### src/rtl/button_io.sv
// button_io: memory-mapped push-button input peripheral.
//
// Each button is brought through a two-flop synchronizer and a debounce
// counter. Debounced transitions set sticky PRESS/RELEASE flags and bump a
// saturating press counter. The core reads four words:
//   0 STATE   (RO)   debounced levels
//   1 PRESS   (W1C)  sticky rising-edge flags
//   2 RELEASE (W1C)  sticky falling-edge flags
//   3 COUNT   (W=clr) 16-bit saturating press count
//
// Ports:
//   clk        system clock, rising edge
//   reset      synchronous active-high reset
//   btn_raw    asynchronous button levels, 1 = pressed
//   sel        bus address falls inside this block's window
//   mem_write  store strobe
//   mem_addr   word offset within the window
//   mem_wdata  store data
//   mem_rdata  combinational read data for mem_addr
//   irq        registered, high while any PRESS or RELEASE flag is set
module button_io #(
    parameter int unsigned NBTN     = 3,
    parameter int unsigned DEBOUNCE = 200000,
    parameter int unsigned CNT_W    = 18
) (
    input  logic            clk,
    input  logic            reset,
    input  logic [NBTN-1:0] btn_raw,
    input  logic            sel,
    input  logic            mem_write,
    input  logic [1:0]      mem_addr,
    input  logic [31:0]     mem_wdata,
    output logic [31:0]     mem_rdata,
    output logic            irq
);

    localparam logic [CNT_W-1:0] CntMax = CNT_W'(DEBOUNCE - 1);

    logic [NBTN-1:0]  s1_q, s2_q;
    logic [NBTN-1:0]  stable_q, stable_d;
    logic [CNT_W-1:0] cnt_q [NBTN];
    logic [CNT_W-1:0] cnt_d [NBTN];
    logic [NBTN-1:0]  rise, fall;

    logic [NBTN-1:0]  press_q, press_d;
    logic [NBTN-1:0]  release_q, release_d;
    logic [15:0]      count_q, count_d;
    logic             irq_q, irq_d;

    logic             wr_en;
    logic [NBTN-1:0]  clr_press, clr_release;
    logic             clr_count;
    logic [3:0]       n_rise;
    logic [16:0]      count_sum;

    // Only the low NBTN data bits carry W1C masks; the rest are don't-care.
    logic unused_wdata;
    assign unused_wdata = ^mem_wdata[31:NBTN];

    // Debounce: count consecutive cycles where the synchronized level
    // disagrees with the accepted level; any agreement restarts the count.
    always_comb begin
        stable_d = stable_q;
        rise     = '0;
        fall     = '0;
        for (int i = 0; i < int'(NBTN); i++) begin
            cnt_d[i] = cnt_q[i];
            if (s2_q[i] == stable_q[i]) begin
                cnt_d[i] = '0;
            end else if (cnt_q[i] == CntMax) begin
                stable_d[i] = s2_q[i];
                cnt_d[i]    = '0;
                rise[i]     = s2_q[i];
                fall[i]     = ~s2_q[i];
            end else begin
                cnt_d[i] = cnt_q[i] + CNT_W'(1);
            end
        end
    end

    assign wr_en       = sel & mem_write;
    assign clr_press   = (wr_en && mem_addr == 2'd1) ? mem_wdata[NBTN-1:0] : '0;
    assign clr_release = (wr_en && mem_addr == 2'd2) ? mem_wdata[NBTN-1:0] : '0;
    assign clr_count   = wr_en && mem_addr == 2'd3;

    // Set beats clear when both land on the same bit in one cycle.
    assign press_d   = (press_q & ~clr_press) | rise;
    assign release_d = (release_q & ~clr_release) | fall;

    always_comb begin
        n_rise = '0;
        for (int i = 0; i < int'(NBTN); i++) begin
            n_rise = n_rise + 4'(rise[i]);
        end
    end

    // A clearing write still absorbs this cycle's presses; the sum saturates.
    assign count_sum = {1'b0, (clr_count ? 16'h0000 : count_q)} + 17'(n_rise);
    assign count_d   = count_sum[16] ? 16'hFFFF : count_sum[15:0];

    // Derived from next-state flags so irq does not lag them by a cycle.
    assign irq_d = (|press_d) | (|release_d);

    always_ff @(posedge clk) begin
        if (reset) begin
            s1_q      <= '0;
            s2_q      <= '0;
            stable_q  <= '0;
            cnt_q     <= '{default: '0};
            press_q   <= '0;
            release_q <= '0;
            count_q   <= '0;
            irq_q     <= 1'b0;
        end else begin
            s1_q      <= btn_raw;
            s2_q      <= s1_q;
            stable_q  <= stable_d;
            cnt_q     <= cnt_d;
            press_q   <= press_d;
            release_q <= release_d;
            count_q   <= count_d;
            irq_q     <= irq_d;
        end
    end

    assign irq = irq_q;

    always_comb begin
        mem_rdata = '0;
        unique case (mem_addr)
            2'd0: mem_rdata[NBTN-1:0] = stable_q;
            2'd1: mem_rdata[NBTN-1:0] = press_q;
            2'd2: mem_rdata[NBTN-1:0] = release_q;
            2'd3: mem_rdata[15:0]     = count_q;
            default: mem_rdata = '0;
        endcase
    end

endmodule

### config.mk
export PLATFORM = sky130hd
export DESIGN_NAME = button_io
export DESIGN_NICKNAME = d
export VERILOG_FILES = /design/src/rtl/button_io.sv
export SDC_FILE = /design/constraint.sdc
export NUM_CORES = 1
export LEC_CHECK = 0
export BUFFER_PORTS_ARGS = -buffer_cell sky130_fd_sc_hd__buf_2
export CELL_PAD_IN_SITES_DETAIL_PLACEMENT = 1
export CELL_PAD_IN_SITES_GLOBAL_PLACEMENT = 2
export CORE_UTILIZATION = 26
export DETAILED_ROUTE_END_ITERATION = 8
export MAX_ROUTING_LAYER = met4
export PLACE_DENSITY_LB_ADDON = 0.15
export SLEW_MARGIN = 20
export SYNTH_ARGS = -nofsm -noshare
export SYNTH_HDL_FRONTEND = slang
export SYNTH_SLANG_ARGS = --single-unit
### constraint.sdc
create_clock -name clk -period 7.82 [get_ports clk]
set_input_delay 1.564 -clock clk [delete_from_list [all_inputs] [get_ports clk]]
set_output_delay 1.564 -clock clk [all_outputs]
set_load 0.05 [all_outputs]
== Word-level counts from Yosys, hierarchy flattened ==
Index checks and enable logic that the tools add are counted.
Storage, ports and cells
  memories kept: 0
  latch bits: 0
  output and inout bits: 33
  flip-flop bits (word level): 86
  memory bits (read-only): 0
  RAM bits: 0
Cells by class
  divide/modulo/power cells: 0
  shifts and indexed selects: 0
  $lt $le $gt $ge: 0
  mux-type cells: 18
  reduce and logical (&&, ||, !) cells: 12
  bitwise logic cells: 14
  equal/unequal tests: 9
  $mul: 0
  add/subtract/negate cells: 6
Operators with widths (count)
  18-bit by 1-bit adder with 18-bit output (second input constant): 3
  18-bit == test (second input constant): 3
  16-bit 2-to-1 mux: 2
  16-bit by 3-bit adder with 17-bit output: 1
  3-bit OR reduction: 5
  13-bit 2-to-1 mux: 1
  1-bit 2-to-1 mux: 12
  3-bit one-hot mux with 4 select lines: 1
  3-bit bitwise AND: 2
  3-bit 2-to-1 mux: 2
  1-bit inverter: 6
  3-bit inverter: 2
  3-bit OR: 2
  2-bit AND reduction: 3
  2-bit == test (second input constant): 2
  2-bit by 1-bit adder with 3-bit output: 1
  1-bit == test: 3
  1-bit logical AND: 3
  1-bit by 1-bit adder with 2-bit output: 1
  2-bit by 1-bit == test with 1-bit output (second input constant): 1
  2-bit logical NOT: 1
  1-bit bitwise AND: 1
  1-bit OR: 1

== Logic depth before layout (Yosys ltp) ==
  word-level depth: 8
  gate-level depth with buffers: 15
  gate-level depth less buffers: 14

== Worst setup path before layout ==
Ideal clock, no wire load.
  kind: input to register
  start point: input sel
  end point: register count_q[9]
  library setup time: 0.087 ns
  arrival: 4.137 ns
  buffers on the path: 1
  cell stages on the path: 11
  path slack: 3.596 ns
  cell sequence: nand4_1 > clkbuf_1 > and2_1 > fa_1 > ha_1 > fa_1 > nand4_1 > nor2_1 > nor4b_2 > or3b_1 > o31ai_1
On the way
  longest elaborated chain between the ends: 5
RTL lines
  start, declared: line 29  | input logic sel,
  1-bit bitwise AND: line 81  | assign wr_en = sel & mem_write;
  1-bit logical AND: line 84  | assign clr_count = wr_en && mem_addr == 2'd3;
  16-bit 2-to-1 mux: line 98  | assign count_sum = {1'b0, (clr_count ? 16'h0000 : count_q)} + 17'(n_rise);
  16-bit by 3-bit adder with 17-bit output: line 98
  16-bit 2-to-1 mux: line 99  | assign count_d = count_sum[16] ? 16'hFFFF : count_sum[15:0];
  end signal, assigned: line 121  | count_q <= count_d;
  end, declared: line 47  | logic [15:0] count_q, count_d;
No other way between the ends.
A chain may end at the register's enable or synchronous reset.

== Worst setup path after layout ==
  start point: input mem_addr[1]
  end point: register count_q[9]
On the way
  longest elaborated chain between the ends: 5
RTL lines
  start, declared: line 31  | input logic [1:0] mem_addr,
  2-bit == test: line 84
  1-bit logical AND: line 84
  16-bit 2-to-1 mux: line 98
  16-bit by 3-bit adder with 17-bit output: line 98
  16-bit 2-to-1 mux: line 99
No other way between the ends.

==> results.sh <==
export IMPL_min_to="s2_q[0]"
export IMPL_cp_required_ps=8090
export IMPL_diodes=0
export IMPL_clk_pin_slew_ps=70
export IMPL_fmax_ghz=0.229
export IMPL_viasPerCell=4.52
export IMPL_wl_per_cell_um=13.5
export IMPL_wl_um=9590
export IMPL_multi_input_area_sq_um=2210
export IMPL_hold_violations=0
export IMPL_initial_core_util=0.270
export IMPL_power_switching_mw=0.219
export IMPL_gp_congestion=0.724
export IMPL_grt_pass1_wl_um=16500
export IMPL_ys_warn_count=0
export IMPL_h_tree_depth=3
export IMPL_cts_sinks=86
export IMPL_drive_above_1_share=0.118
export IMPL_hold_class="reg2reg"
export IMPL_synth_distinct_cells=50
export IMPL_seq_area_frac_synth=0.415
export IMPL_final_cell_count_no_fill=712
export IMPL_grt_use_total=0.133
export IMPL_post_dp_cell_area_sq_um=4390
export IMPL_fill_cells=1815
export IMPL_hold_buffers=0
export IMPL_rows=45
export IMPL_synth_cells=474
export IMPL_grt_pass1_vias=3284
export IMPL_power_frac_seq=0.478
export IMPL_tns_ps=0
export IMPL_first_pass_iters=4
export IMPL_vias=3221
export IMPL_period_minus_slack_ps=4360
export IMPL_clkPwrFrac=0.484
export IMPL_slew_violations=0
export IMPL_reg2reg_slack_ps=4090
export IMPL_setup_viol=0
export IMPL_cts_buffers=9
export IMPL_synth_area_sq_um=4150
export IMPL_finClkSkew_ps=11.2
export IMPL_relSlewSlack=0.521
export IMPL_worst_pin_slew_ps=719
export IMPL_leakagePower_nw=1.68
export IMPL_die_w_um=128
export IMPL_syn_area_per_cell_sq_um=8.75
export IMPL_status="finished clean"
export IMPL_fin_crit_sh=0.558
export IMPL_ctsResizeCount=0
export IMPL_cts_tree="built"
export IMPL_worstPathArrival_ps=4630
export IMPL_synth_ff_type="dfxtp_1"
export IMPL_ioPinCount=74
export IMPL_overflow=0
export IMPL_postLayoutCellArea_sq_um=4700
export IMPL_grt_max_degree=38
export IMPL_hold_depth=1
export IMPL_rsz0062_at_grt="false"
export IMPL_synth_async_reset_ratio=0
export IMPL_hpwlAfterDp_um=6810
export IMPL_r2r_start="cnt_q[36]"
export IMPL_drc_errors=0
export IMPL_timing_hold_ws_ps=440
export IMPL_nets=544
export IMPL_hold_start="s1_q[0]"
export IMPL_comb_power_share=0.038
export IMPL_drtIter0Drc=122
export IMPL_synth_edff_count=0
export IMPL_dp_cells=696
export IMPL_ys_seq_elements=86
export IMPL_peakVddDrop_uv=98.4
export IMPL_swShare=0.237
export IMPL_powerDensity_nw_per_um2=196
export IMPL_p_int_mw=0.704
export IMPL_die_area_sq_um=16500
export IMPL_postCtsSetupBuffers=0
export IMPL_io_buffer_count=28
export IMPL_area_growth_pct=13.3
export IMPL_core_sq_um=15400
export IMPL_postRouteAntennaNets=0
export IMPL_chipHeight_um=128
export IMPL_cap_viol_max_count=0
export IMPL_root_buffer="clkbuf_16"
export IMPL_critPathKind="in2reg"
export IMPL_antenna_found_initial=0
export IMPL_r2r_end="count_q[9]"
export IMPL_critPathMaxFanout=20
export IMPL_critPathLaunchType="input port"
export IMPL_seq_area_sq_um=1720
export IMPL_clockBufferDepth=2
export IMPL_endpoint_kind="flip-flop"
export IMPL_reg2reg_depth=14
export IMPL_clk_latency_ps=350
-- metal layers --
metal  part of all wire  routed length [um]  global-route usage
met1               0.48                4610               0.164
met2               0.47                4550               0.209
met3              0.037                 352              0.0463
met4             0.0078                  75              0.0311
met5                  0                   0                   -
-- worst max path at each step --
stage	slack, ps	end	cells past startpoint	startpoint
after floorplan	3600	count_q[9]	11	sel
after global placement	3170	count_q[9]	11	mem_addr[1]
after detailed placement	3080	count_q[9]	11	mem_addr[1]
after CTS	3460	count_q[9]	11	mem_addr[1]
after global routing	3180	count_q[11]	11	mem_addr[1]
final	3460	count_q[9]	11	mem_addr[1]
-- flip-flops by register name, summed over array words and instances (netlist names) --
register / count
cnt_q: 54
count_q: 16
irq: 1
press_q: 3
release_q: 3
s1_q: 3
s2_q: 3
stable_q: 3
-- cells in the mapped netlist, types with 2 or more instances --
cell type  instances  area [sq um]
and4_1             2          17.5
a21oi_1           19          95.1
xnor2_1           30           263
mux4_2             3          67.6
or4_1              2          15.0
a22oi_1            2          15.0
mux2i_1            3          30.0
nor2b_1            6          37.5
buf_4             19           143
ha_1               5          62.6
o21ai_0            6          30.0
xor2_1            31           272
nor4_1             9          56.3
or3_1              2          12.5
fa_1               2          40.0
and2_1             4          25.0
and3_1            22           138
and4_4             2          22.5
dfxtp_1           86          1720
clkbuf_1           9          33.8
nand3_1           27           135
buf_2              2          10.0
inv_1             12          45.0
nand2b_1           4          25.0
nand3b_1           6          45.0
nand4_1           15          93.8
nor3_1             8          40.0
nor2_1            74           278
nand2_1           36           135
buf_6              2          22.5
nor4b_1            3          26.3
or2_2              3          18.8
-- power by group through the flow --
stage	combinational [mW]	clock, mW	sequential [mW]
6_report	0.0349	0.447	0.441
5_1_grt	0.0379	0.489	0.441
4_1_cts	0.0354	0.470	0.441
3_5_place_dp	0.0354	0	0.451
3_3_place_gp	0.0351	0	0.451
2_1_floorplan	0.0352	0	0.451
-- cell usage in the layout, fill, tap and decap left out, types with 8 or more instances in the layout --
cell type  instances
nand3_1           27
nand4_1           15
buf_2             28
nand2_1           36
clkbuf_16          9
a21oi_1           19
dfxtp_1           86
nor4_1             9
nor3_1             8
inv_1             12
xnor2_1           30
nor2_1            74
and3_1            22
conb_1            16
xor2_1            31
-- logic make-up (layout without fill, tap and decap cells) --
family,Yosys count,in the layout,share of synthesized area
flops,86,86,0.415
other cells,1,16,0.000905
compound gates,31,31,0.0414
buf+inv,45,57,0.0649
mux,6,6,0.0235
simple gates,237,237,0.300
xor+xnor,61,61,0.129
fa+ha+maj,7,7,0.0248
-- area by class of cell --
type | count | share of cell area
clock buffers | 10 | 0.0509
multi-input cells | 358 | 0.471
well taps | 211 | 0.0562
repair buffers | 29 | 0.0314
inverters | 12 | 0.00959
flip-flops and latches | 86 | 0.366
clock inverters | 6 | 0.0149
-- metrics by stage --
step	utilization	worst slack [ps]	total power [mW]
floorplan	-	3600	0.486
global placement	0.286	3170	0.486
detailed placement	0.286	3080	0.487
CTS	0.306	3460	0.946
global route	0.306	3180	0.968
finish	0.306	3460	0.923
-- worst max-delay path, cell delays in order --
cell,delay [ps]
buf_2,340
nand4_1,190
and2_1,210
fa_1,490
ha_1,200
fa_1,240
nand4_1,190
nor2_1,240
nor4b_2,450
or3b_1,430
o31ai_1,70
No activity file was read; power rests on OpenSTA's default activity.
